## config.mk

```make
export PLATFORM = sky130hd
export DESIGN_NAME = control_unit
export DESIGN_NICKNAME = d
export VERILOG_FILES = /design/src/rtl/control_unit.sv
export SDC_FILE = /design/constraint.sdc
export NUM_CORES = 1
export LEC_CHECK = 0
export BUFFER_PORTS_ARGS = -buffer_cell sky130_fd_sc_hd__buf_2
export CAP_MARGIN = 20
export CORE_MARGIN = 1.5
export CORE_UTILIZATION = 48
export CTS_BUF_LIST = sky130_fd_sc_hd__clkbuf_4
export DETAILED_ROUTE_END_ITERATION = 10
export PLACE_DENSITY = 0.76
export SYNTH_ARGS = -nofsm -noshare
export SYNTH_HDL_FRONTEND = slang
export SYNTH_SLANG_ARGS = --single-unit
```

## constraint.sdc

```tcl
create_clock -name clk -period 3 [get_ports clk]
set_input_delay 0.45 -clock clk [delete_from_list [all_inputs] [get_ports clk]]
set_output_delay 0.45 -clock clk [all_outputs]
set_load 0.01 [all_outputs]
```

## src/rtl/control_unit.sv

```systemverilog
// Hardwired Moore control sequencer for the Mini SRC datapath.
// Fetches, decodes ir[IR_WIDTH-1 -: 5] and steps through the T-step sequence for that opcode,
// driving every datapath control strobe. Enters HALT on halt and stays there until clr.
// Optional: define CU_SINGLE_STEP_EN to add a `step` input and a PAUSE state after each
// instruction.
module control_unit #(
  parameter int unsigned IR_WIDTH  = 32,
  parameter int unsigned CNT_WIDTH = 16
) (
  input  logic                 clk,
  input  logic                 clr,
  input  logic [IR_WIDTH-1:0]  ir,
  input  logic                 con_out,
`ifdef CU_SINGLE_STEP_EN
  input  logic                 step,
`endif
  output logic                 pc_out,
  output logic                 zlo_out,
  output logic                 zhi_out,
  output logic                 hi_out,
  output logic                 lo_out,
  output logic                 mdr_out,
  output logic                 inport_out,
  output logic                 c_sign_extended_out,
  output logic                 ba_out,
  output logic                 mar_enable,
  output logic                 z_enable,
  output logic                 pc_enable,
  output logic                 mdr_enable,
  output logic                 ir_enable,
  output logic                 y_enable,
  output logic                 lo_enable,
  output logic                 hi_enable,
  output logic                 r15_enable,
  output logic                 outport_enable,
  output logic                 inport_enable,
  output logic                 con_enable,
  output logic                 read,
  output logic                 ram_write,
  output logic                 pc_increment,
  output logic                 gra,
  output logic                 grb,
  output logic                 grc,
  output logic                 r_in,
  output logic                 r_out,
  output logic                 run,
  output logic                 instr_done,
  output logic [CNT_WIDTH-1:0] instr_count
);

  typedef enum logic [3:0] {
    StT0, StT1, StT2, StT3, StT4, StT5, StT6, StT7,
    StBr0, StBr1, StBr2, StBr3,
    StHalt
`ifdef CU_SINGLE_STEP_EN
    , StPause
`endif
  } state_e;

  // Instruction class captured at the end of fetch; selects the execute-step pattern.
  typedef enum logic [3:0] {
    ClsLd, ClsLdi, ClsSt, ClsAlu, ClsImm, ClsMulDiv, ClsNeg, ClsBr,
    ClsJr, ClsJal, ClsIn, ClsOut, ClsMfhi, ClsMflo, ClsNop, ClsHalt
  } cls_e;

  state_e     state_q;
  cls_e       cls_q;
  cls_e       dec_cls;
  logic [4:0] opcode;
  logic       last_step;
  logic       count_event;
  logic       unused_ir_low;

  assign opcode        = ir[IR_WIDTH-1 -: 5];
  assign unused_ir_low = ^ir[IR_WIDTH-6:0];

  // Opcode to instruction class; undefined opcodes behave as nop.
  always_comb begin
    dec_cls = ClsNop;
    if (opcode == 5'd0)       dec_cls = ClsLd;
    else if (opcode == 5'd1)  dec_cls = ClsLdi;
    else if (opcode == 5'd2)  dec_cls = ClsSt;
    else if (opcode <= 5'd11) dec_cls = ClsAlu;
    else if (opcode <= 5'd14) dec_cls = ClsImm;
    else if (opcode <= 5'd16) dec_cls = ClsMulDiv;
    else if (opcode <= 5'd18) dec_cls = ClsNeg;
    else if (opcode == 5'd19) dec_cls = ClsBr;
    else if (opcode == 5'd20) dec_cls = ClsJr;
    else if (opcode == 5'd21) dec_cls = ClsJal;
    else if (opcode == 5'd22) dec_cls = ClsIn;
    else if (opcode == 5'd23) dec_cls = ClsOut;
    else if (opcode == 5'd24) dec_cls = ClsMfhi;
    else if (opcode == 5'd25) dec_cls = ClsMflo;
    else if (opcode == 5'd27) dec_cls = ClsHalt;
  end

  // Flags the final T-step of the current instruction.
  always_comb begin
    last_step = 1'b0;
    case (state_q)
      StT3:    last_step = cls_q inside {ClsJr, ClsIn, ClsOut, ClsMfhi, ClsMflo, ClsNop};
      StT4:    last_step = cls_q inside {ClsNeg, ClsJal};
      StT5:    last_step = cls_q inside {ClsLdi, ClsAlu, ClsImm};
      StT6:    last_step = (cls_q == ClsMulDiv);
      StT7:    last_step = 1'b1;
      StBr3:   last_step = 1'b1;
      default: last_step = 1'b0;
    endcase
  end

  // halt retires on entry to HALT rather than in a final step.
  assign count_event = last_step || (state_q == StT2 && dec_cls == ClsHalt);

  // Sequencer: state, captured class, run flag and saturating retire counter.
  always_ff @(posedge clk) begin
    if (clr) begin
      state_q     <= StT0;
      cls_q       <= ClsNop;
      run         <= 1'b1;
      instr_count <= '0;
    end else begin
      if (count_event && !(&instr_count)) begin
        instr_count <= instr_count + {{(CNT_WIDTH-1){1'b0}}, 1'b1};
      end
      if (last_step) begin
`ifdef CU_SINGLE_STEP_EN
        state_q <= StPause;
`else
        state_q <= StT0;
`endif
      end else begin
        case (state_q)
          StT0:  state_q <= StT1;
          StT1:  state_q <= StT2;
          StT2: begin
            cls_q <= dec_cls;
            if (dec_cls == ClsHalt) begin
              state_q <= StHalt;
              run     <= 1'b0;
            end else if (dec_cls == ClsBr) begin
              state_q <= StBr0;
            end else begin
              state_q <= StT3;
            end
          end
          StT3:  state_q <= StT4;
          StT4:  state_q <= StT5;
          StT5:  state_q <= StT6;
          StT6:  state_q <= StT7;
          StBr0: state_q <= StBr1;
          StBr1: state_q <= StBr2;
          StBr2: state_q <= StBr3;
`ifdef CU_SINGLE_STEP_EN
          StPause: if (step) state_q <= StT0;
`endif
          default: state_q <= state_q;
        endcase
      end
    end
  end

  // Strobe decode from state; clr masks everything so a mid-instruction reset writes nothing.
  always_comb begin
    pc_out = 1'b0; zlo_out = 1'b0; zhi_out = 1'b0; hi_out = 1'b0; lo_out = 1'b0;
    mdr_out = 1'b0; inport_out = 1'b0; c_sign_extended_out = 1'b0; ba_out = 1'b0;
    mar_enable = 1'b0; z_enable = 1'b0; pc_enable = 1'b0; mdr_enable = 1'b0;
    ir_enable = 1'b0; y_enable = 1'b0; lo_enable = 1'b0; hi_enable = 1'b0;
    r15_enable = 1'b0; outport_enable = 1'b0; inport_enable = 1'b0; con_enable = 1'b0;
    read = 1'b0; ram_write = 1'b0; pc_increment = 1'b0;
    gra = 1'b0; grb = 1'b0; grc = 1'b0; r_in = 1'b0; r_out = 1'b0;
    instr_done = 1'b0;
    if (!clr) begin
      instr_done = last_step;
      case (state_q)
        StT0: begin pc_out = 1'b1; mar_enable = 1'b1; pc_increment = 1'b1; z_enable = 1'b1; end
        StT1: begin zlo_out = 1'b1; pc_enable = 1'b1; read = 1'b1; mdr_enable = 1'b1; end
        StT2: begin mdr_out = 1'b1; ir_enable = 1'b1; end
        StT3: begin
          case (cls_q)
            ClsLd, ClsLdi, ClsSt: begin grb = 1'b1; ba_out = 1'b1; y_enable = 1'b1; end
            ClsAlu, ClsImm:       begin grb = 1'b1; r_out = 1'b1; y_enable = 1'b1; end
            ClsMulDiv:            begin gra = 1'b1; r_out = 1'b1; y_enable = 1'b1; end
            ClsNeg:               begin grb = 1'b1; r_out = 1'b1; z_enable = 1'b1; end
            ClsJr:                begin gra = 1'b1; r_out = 1'b1; pc_enable = 1'b1; end
            ClsJal:               begin pc_out = 1'b1; r15_enable = 1'b1; end
            ClsIn:                begin inport_out = 1'b1; gra = 1'b1; r_in = 1'b1; end
            ClsOut:               begin gra = 1'b1; r_out = 1'b1; outport_enable = 1'b1; end
            ClsMfhi:              begin hi_out = 1'b1; gra = 1'b1; r_in = 1'b1; end
            ClsMflo:              begin lo_out = 1'b1; gra = 1'b1; r_in = 1'b1; end
            default: ;
          endcase
        end
        StT4: begin
          case (cls_q)
            ClsLd, ClsLdi, ClsSt, ClsImm: begin c_sign_extended_out = 1'b1; z_enable = 1'b1; end
            ClsAlu:    begin grc = 1'b1; r_out = 1'b1; z_enable = 1'b1; end
            ClsMulDiv: begin grb = 1'b1; r_out = 1'b1; z_enable = 1'b1; end
            ClsNeg:    begin zlo_out = 1'b1; gra = 1'b1; r_in = 1'b1; end
            ClsJal:    begin gra = 1'b1; r_out = 1'b1; pc_enable = 1'b1; end
            default: ;
          endcase
        end
        StT5: begin
          case (cls_q)
            ClsLd, ClsSt:          begin zlo_out = 1'b1; mar_enable = 1'b1; end
            ClsLdi, ClsAlu, ClsImm: begin zlo_out = 1'b1; gra = 1'b1; r_in = 1'b1; end
            ClsMulDiv:             begin zlo_out = 1'b1; lo_enable = 1'b1; end
            default: ;
          endcase
        end
        StT6: begin
          case (cls_q)
            ClsLd:     begin read = 1'b1; mdr_enable = 1'b1; end
            ClsSt:     begin gra = 1'b1; r_out = 1'b1; mdr_enable = 1'b1; end
            ClsMulDiv: begin zhi_out = 1'b1; hi_enable = 1'b1; end
            default: ;
          endcase
        end
        StT7: begin
          if (cls_q == ClsLd) begin
            mdr_out = 1'b1; gra = 1'b1; r_in = 1'b1;
          end else begin
            ram_write = 1'b1;
          end
        end
        StBr0: begin gra = 1'b1; r_out = 1'b1; con_enable = 1'b1; end
        StBr1: begin pc_out = 1'b1; y_enable = 1'b1; end
        StBr2: begin c_sign_extended_out = 1'b1; z_enable = 1'b1; end
        StBr3: begin zlo_out = 1'b1; pc_enable = con_out; end
        default: ;
      endcase
    end
  end

endmodule

```

# Word-level counts from Yosys, hierarchy flattened
# Cells that the tools add are included.
# totals
latchBits,0
input_bits,35
ramBits,0
rom_bits,0
word_cells,173
register_bits,25
out_inout_bits,47
n_memories,0
# op_classes
n_eq_ne,36
n_mul,0
magnitude_cmp,4
n_reduce_logical,30
n_shift,0
n_bitwise,1
div_mod_pow,0
n_mux,97
addsub,1
# op_table
op,count
1-bit two-way mux,65
4-bit == test (second input constant),12
5-bit == test (second input constant),8
4-bit two-way mux,10
4-bit one-hot mux with 10 select lines,1
4-bit by 3-bit == test with 1-bit output (second input constant),8
6-bit OR reduction,4
16-bit by 1-bit adder with 16-bit output (second input constant),1
4-bit by 2-bit == test with 1-bit output (second input constant),4
1-bit one-hot mux with 2 select lines,8
16-bit AND reduction,1
2-bit OR reduction,7
3-bit two-way mux,4
1-bit one-hot mux with 4 select lines,3
3-bit OR reduction,4
5-bit by 4-bit less-or-equal comparator with 1-bit output (second input constant),2
5-bit less-or-equal comparator (second input constant),2
10-bit nonzero test,1
4-bit by 1-bit == test with 1-bit output (second input constant),2
4-bit logical NOT,2
1-bit one-hot mux with 3 select lines,2
1-bit one-hot mux with 6 select lines,1
6-bit nonzero test,1
5-bit by 1-bit == test with 1-bit output (second input constant),1
13 further kinds,15

# Logic depth before layout (Yosys ltp)
# logic_depth
word_depth,20
ltp_mapped,9
depth_no_buf,7

# Worst setup path before layout
# No wires, ideal clock.
# synth_timing
kind,reg2reg
from,register instr_count[0]
to,register instr_count[11]
path_buffers,1
stages_incl_launch_ff,9
path_slack_ns,0.781
t_arrival_ns,2.096
t_required_ns,2.877
setup_time_ns,0.123
synth_period_minus_slack_ns,2.219
cell_sequence,dfxtp_1 ha_1 and3_1 clkbuf_1 nand3_1 or3_1 a21boi_4 nand4_1 mux2_1
# synth_between
elab_chain_len,3
word_cells_on_any_way,4
classes_between,1 x add/sub; 3 x reduce/logical
# synth_rtl
element,line,source
start: declaration,48,output logic [CNT_WIDTH-1:0] instr_count
start signal: assignment,123,"instr_count <= instr_count + {{(CNT_WIDTH-1){1'b0}}, 1'b1};"
"parallel branches: the longest is 3 deep, another holds 16-bit by 1-bit adder with 16-bit output",-,
# Several ways; the timed one is not identified.
# A chain may end at the register's enable or synchronous reset.

# Worst setup path after layout
# layout_timing
from,register cls_q[3]
to,output r_out
# layout_between
elab_chain_len,5
word_cells_on_any_way,15
classes_between,8 x eq/ne; 5 x mux; 2 x reduce/logical
# layout_rtl
element,line,source
start: declaration,67,cls_e cls_q;
start signal: assignment,118,cls_q <= ClsNop;
start signal: assignment,136,cls_q <= dec_cls;
"4-bit == test, or another cell as far along",179,case (cls_q)
6-bit OR reduction (no line) or 3-bit OR reduction (tied branches),-,
1-bit two-way mux (on tied branches),"179, 194",
1-bit one-hot mux with 4 select lines (*),174,case (state_q)
1-bit two-way mux (*),172,if (!clr) begin
end: declaration,45,"output logic r_out,"
# Every way passes the cells marked *; elsewhere a longest branch is shown, timed or not.

==> out/qor.yml <==
status: "finished, final reports clean"
synth_cells: 308
crit_required_ns: 2.55
hold_depth: 2
cts_made_buffers: 3
hold_start: "run$_SDFFE_PP1P_"
cts_htree_levels: 1
grt_max_degree: 35
min_period_over_period_pct: 92.4
fin_area_sq_um: 2510
clk_pin_slew_ns: 0.14
wl_per_cell_microns: 14.4
clk_path_buf_depth: 2
nNetsFinal: 386
grt_usage_pct: 22.6
drt_iter0_drc: 320
r2r_cells: 7
crit_slowest_cell: "dfxtp_1"
hold_path_end: "run$_SDFFE_PP1P_"
area_delta_synth_final_pct: 13.5
mostFrequentLayoutCells: "buf_2, nor2_1, a21oi_1"
via_count: 2414
place_area_sq_um: 2480
dp_slack_ns: 0.447
syn_nets: 344
path_cells: "or2_1 -> nor3_1 -> nand3_1 -> o21ai_0 -> nor2_1 -> a211oi_1 -> buf_2"
cp.arrival_ns: 2.32
wirelength_mm: 5.76
die_h_microns: 70.9
synth_edf_count: 0
ys_seq_area_share_pct: 22.6
setup_violations: 0
synth_cell_types: 65
synth-seq-cells: 25
drtPass1Iterations: 5
slew_headroom_pct: 61.3
worstMarginPinSlew_ns: 0.580
power.density_nw_per_um2: 329
num_io_pins: 82
critPathKind: "reg2out"
drive_above_1_share_pct: 24.6
period_minus_slack_ns: 2.77
layout_setup_ws_ns: 0.229
maxCapViolCount: 0
fmax_ghz: 0.361
synth_warnings: 0
synth_area_per_cell_sq_um: 7.19
grt_pass1_vias: 2018
final_max_slew_viol_count: 0
antenna-diode-count: 0
drtAntennaViolNets: 0
grt_setup_unrepaired: "false"
antenna_found_initial: 0
hold_class: "reg2reg"
rrSetupSlack_ns: 0.59
dieArea_sq_um: 5030
cts_resized: 0
hold_buffers: 0
rows: 24
overflow: 0
crit-reg2reg-launch: "state_q[1]$_SDFFE_PP0P_"
synth_top_flop_cell: "dfxtp_1"
routed_via_density: 6.02
hold_viol_final: 0
power.leakage_nw: 1.03
gp_congestion: 0.851
port_buffers: 53
cp_slowest_stage_delay_ns: 0.50
syn_area_sq_um: 2220
skew_ns: 0.00490
irDropWorstVdd_uv: 214
clockRootBuffer: "clkbuf_4"
coreArea_sq_um: 4380
initial_utilization_pct: 50.5
final_common_cell: "buf_2"
worstPathMaxFanout: 14
drc: 0
setup_tns_ns: 0
cts.sinks: 25
cts_tree: "done"
die_x_microns: 70.9
dpl.hpwl_mm: 4.20
r2r-end: "instr_count[6]$_SDFFE_PP0P_"
critPathLaunchType: "register"
insertion_delay_ns: 0.33
grt_first_pass_wirelength_mm: 9.51
async_reset_ff_share_pct: 0
post_cts_buffers: 0
endpoint_kind: "primary output"
[routing by layer]
layer	GRT usage, %	up-vias	wire (microns)
met4	6.08	0	57
li1	-	1190	-
met2	34.8	123	2510
met5	0	-	0
met3	3.85	6	547
met1	32.8	1095	2640
[Yosys cell counts (3+ instances only)]
library cell / instances / share of area (%)
nand4_1: 3 / 0.85
nor2b_1: 6 / 1.7
o21ai_0: 17 / 3.8
buf_1: 3 / 0.51
nand2b_1: 9 / 2.5
buf_4: 5 / 1.7
nand3_1: 9 / 2.0
dfxtp_1: 25 / 23
nor3_1: 18 / 4.1
a21oi_1: 29 / 6.6
or4_1: 3 / 1.0
nor2_1: 48 / 8.1
a211oi_1: 8 / 2.7
inv_1: 11 / 1.9
a211o_1: 4 / 1.6
or3_1: 7 / 2.0
mux2_1: 4 / 2.0
clkbuf_1: 12 / 2.0
xnor2_1: 5 / 2.0
and3_1: 5 / 1.4
nand4b_1: 3 / 1.2
nand2_1: 18 / 3.0
buf_2: 3 / 0.68
nor4_1: 3 / 0.85
[worst max path at each step]
stage,startpoint,to,cells after the start
floorplan,instr_count[0]$_SDFFE_PP0P_,instr_count[11]$_SDFFE_PP0P_,8
global placement,state_q[1]$_SDFFE_PP0P_,r_out,6
detailed placement,state_q[1]$_SDFFE_PP0P_,instr_count[6]$_SDFFE_PP0P_,7
CTS,state_q[1]$_SDFFE_PP0P_,r_out,6
global route,cls_q[1]$_SDFFE_PP1P_,gra,7
finish,cls_q[3]$_SDFFE_PP1P_,r_out,7
[stage by stage]
step	utilization, %	std cells	total power, mW	hold slack, ns
floorplan	-	308	0.604	0.480
global placement	56.6	397	0.666	0.452
detailed placement	56.6	397	0.669	0.469
CTS	57.2	401	0.822	0.486
global route	57.4	401	0.877	0.495
finish	57.4	401	0.828	0.487
[sequential cells by signal, summed over array words and instances (netlist names)]
register	cells
instr_count	16
cls_q	4
state_q	4
run	1
[final cells by class]
cell class              count  area, sq um
clock buffers               3         22.5
clock inverters             1         5.00
multi-input cells         247         1550
repair buffers             62          333
inverters                  11         41.3
flip-flops and latches     25          503
well taps                  52         65.1
fillers                   430         1870
[cells by family after synthesis]
kind of cell | after synthesis | share of synthesized area (%)
XOR/XNOR | 6 | 2.37
adder cells (fa/ha/maj) | 1 | 0.565
buffers and inverters | 36 | 7.79
other | 1 | 0.169
multiplexers | 6 | 2.94
flip-flops | 25 | 22.6
AND/OR/NAND/NOR | 151 | 37.7
AO/OA/AOI/OAI | 82 | 25.9
[critical path: cells and delay by family, from the launching register on]
family | cells | cell delay, ns
flops | 1 | 0.50
compound gates | 2 | 0.42
buf+inv | 1 | 0.19
simple gates | 4 | 0.90
[where the power goes]
part | switching, mW | internal (mW) | total, mW | leakage (nW)
registers | 0.0296 | 0.346 | 0.376 | 0.203
logic | 0.183 | 0.111 | 0.294 | 0.812
clock network | 0.108 | 0.0501 | 0.158 | 0.0177
total | 0.321 | 0.507 | 0.828 | 1.03
(Power assumes the default switching activity.)
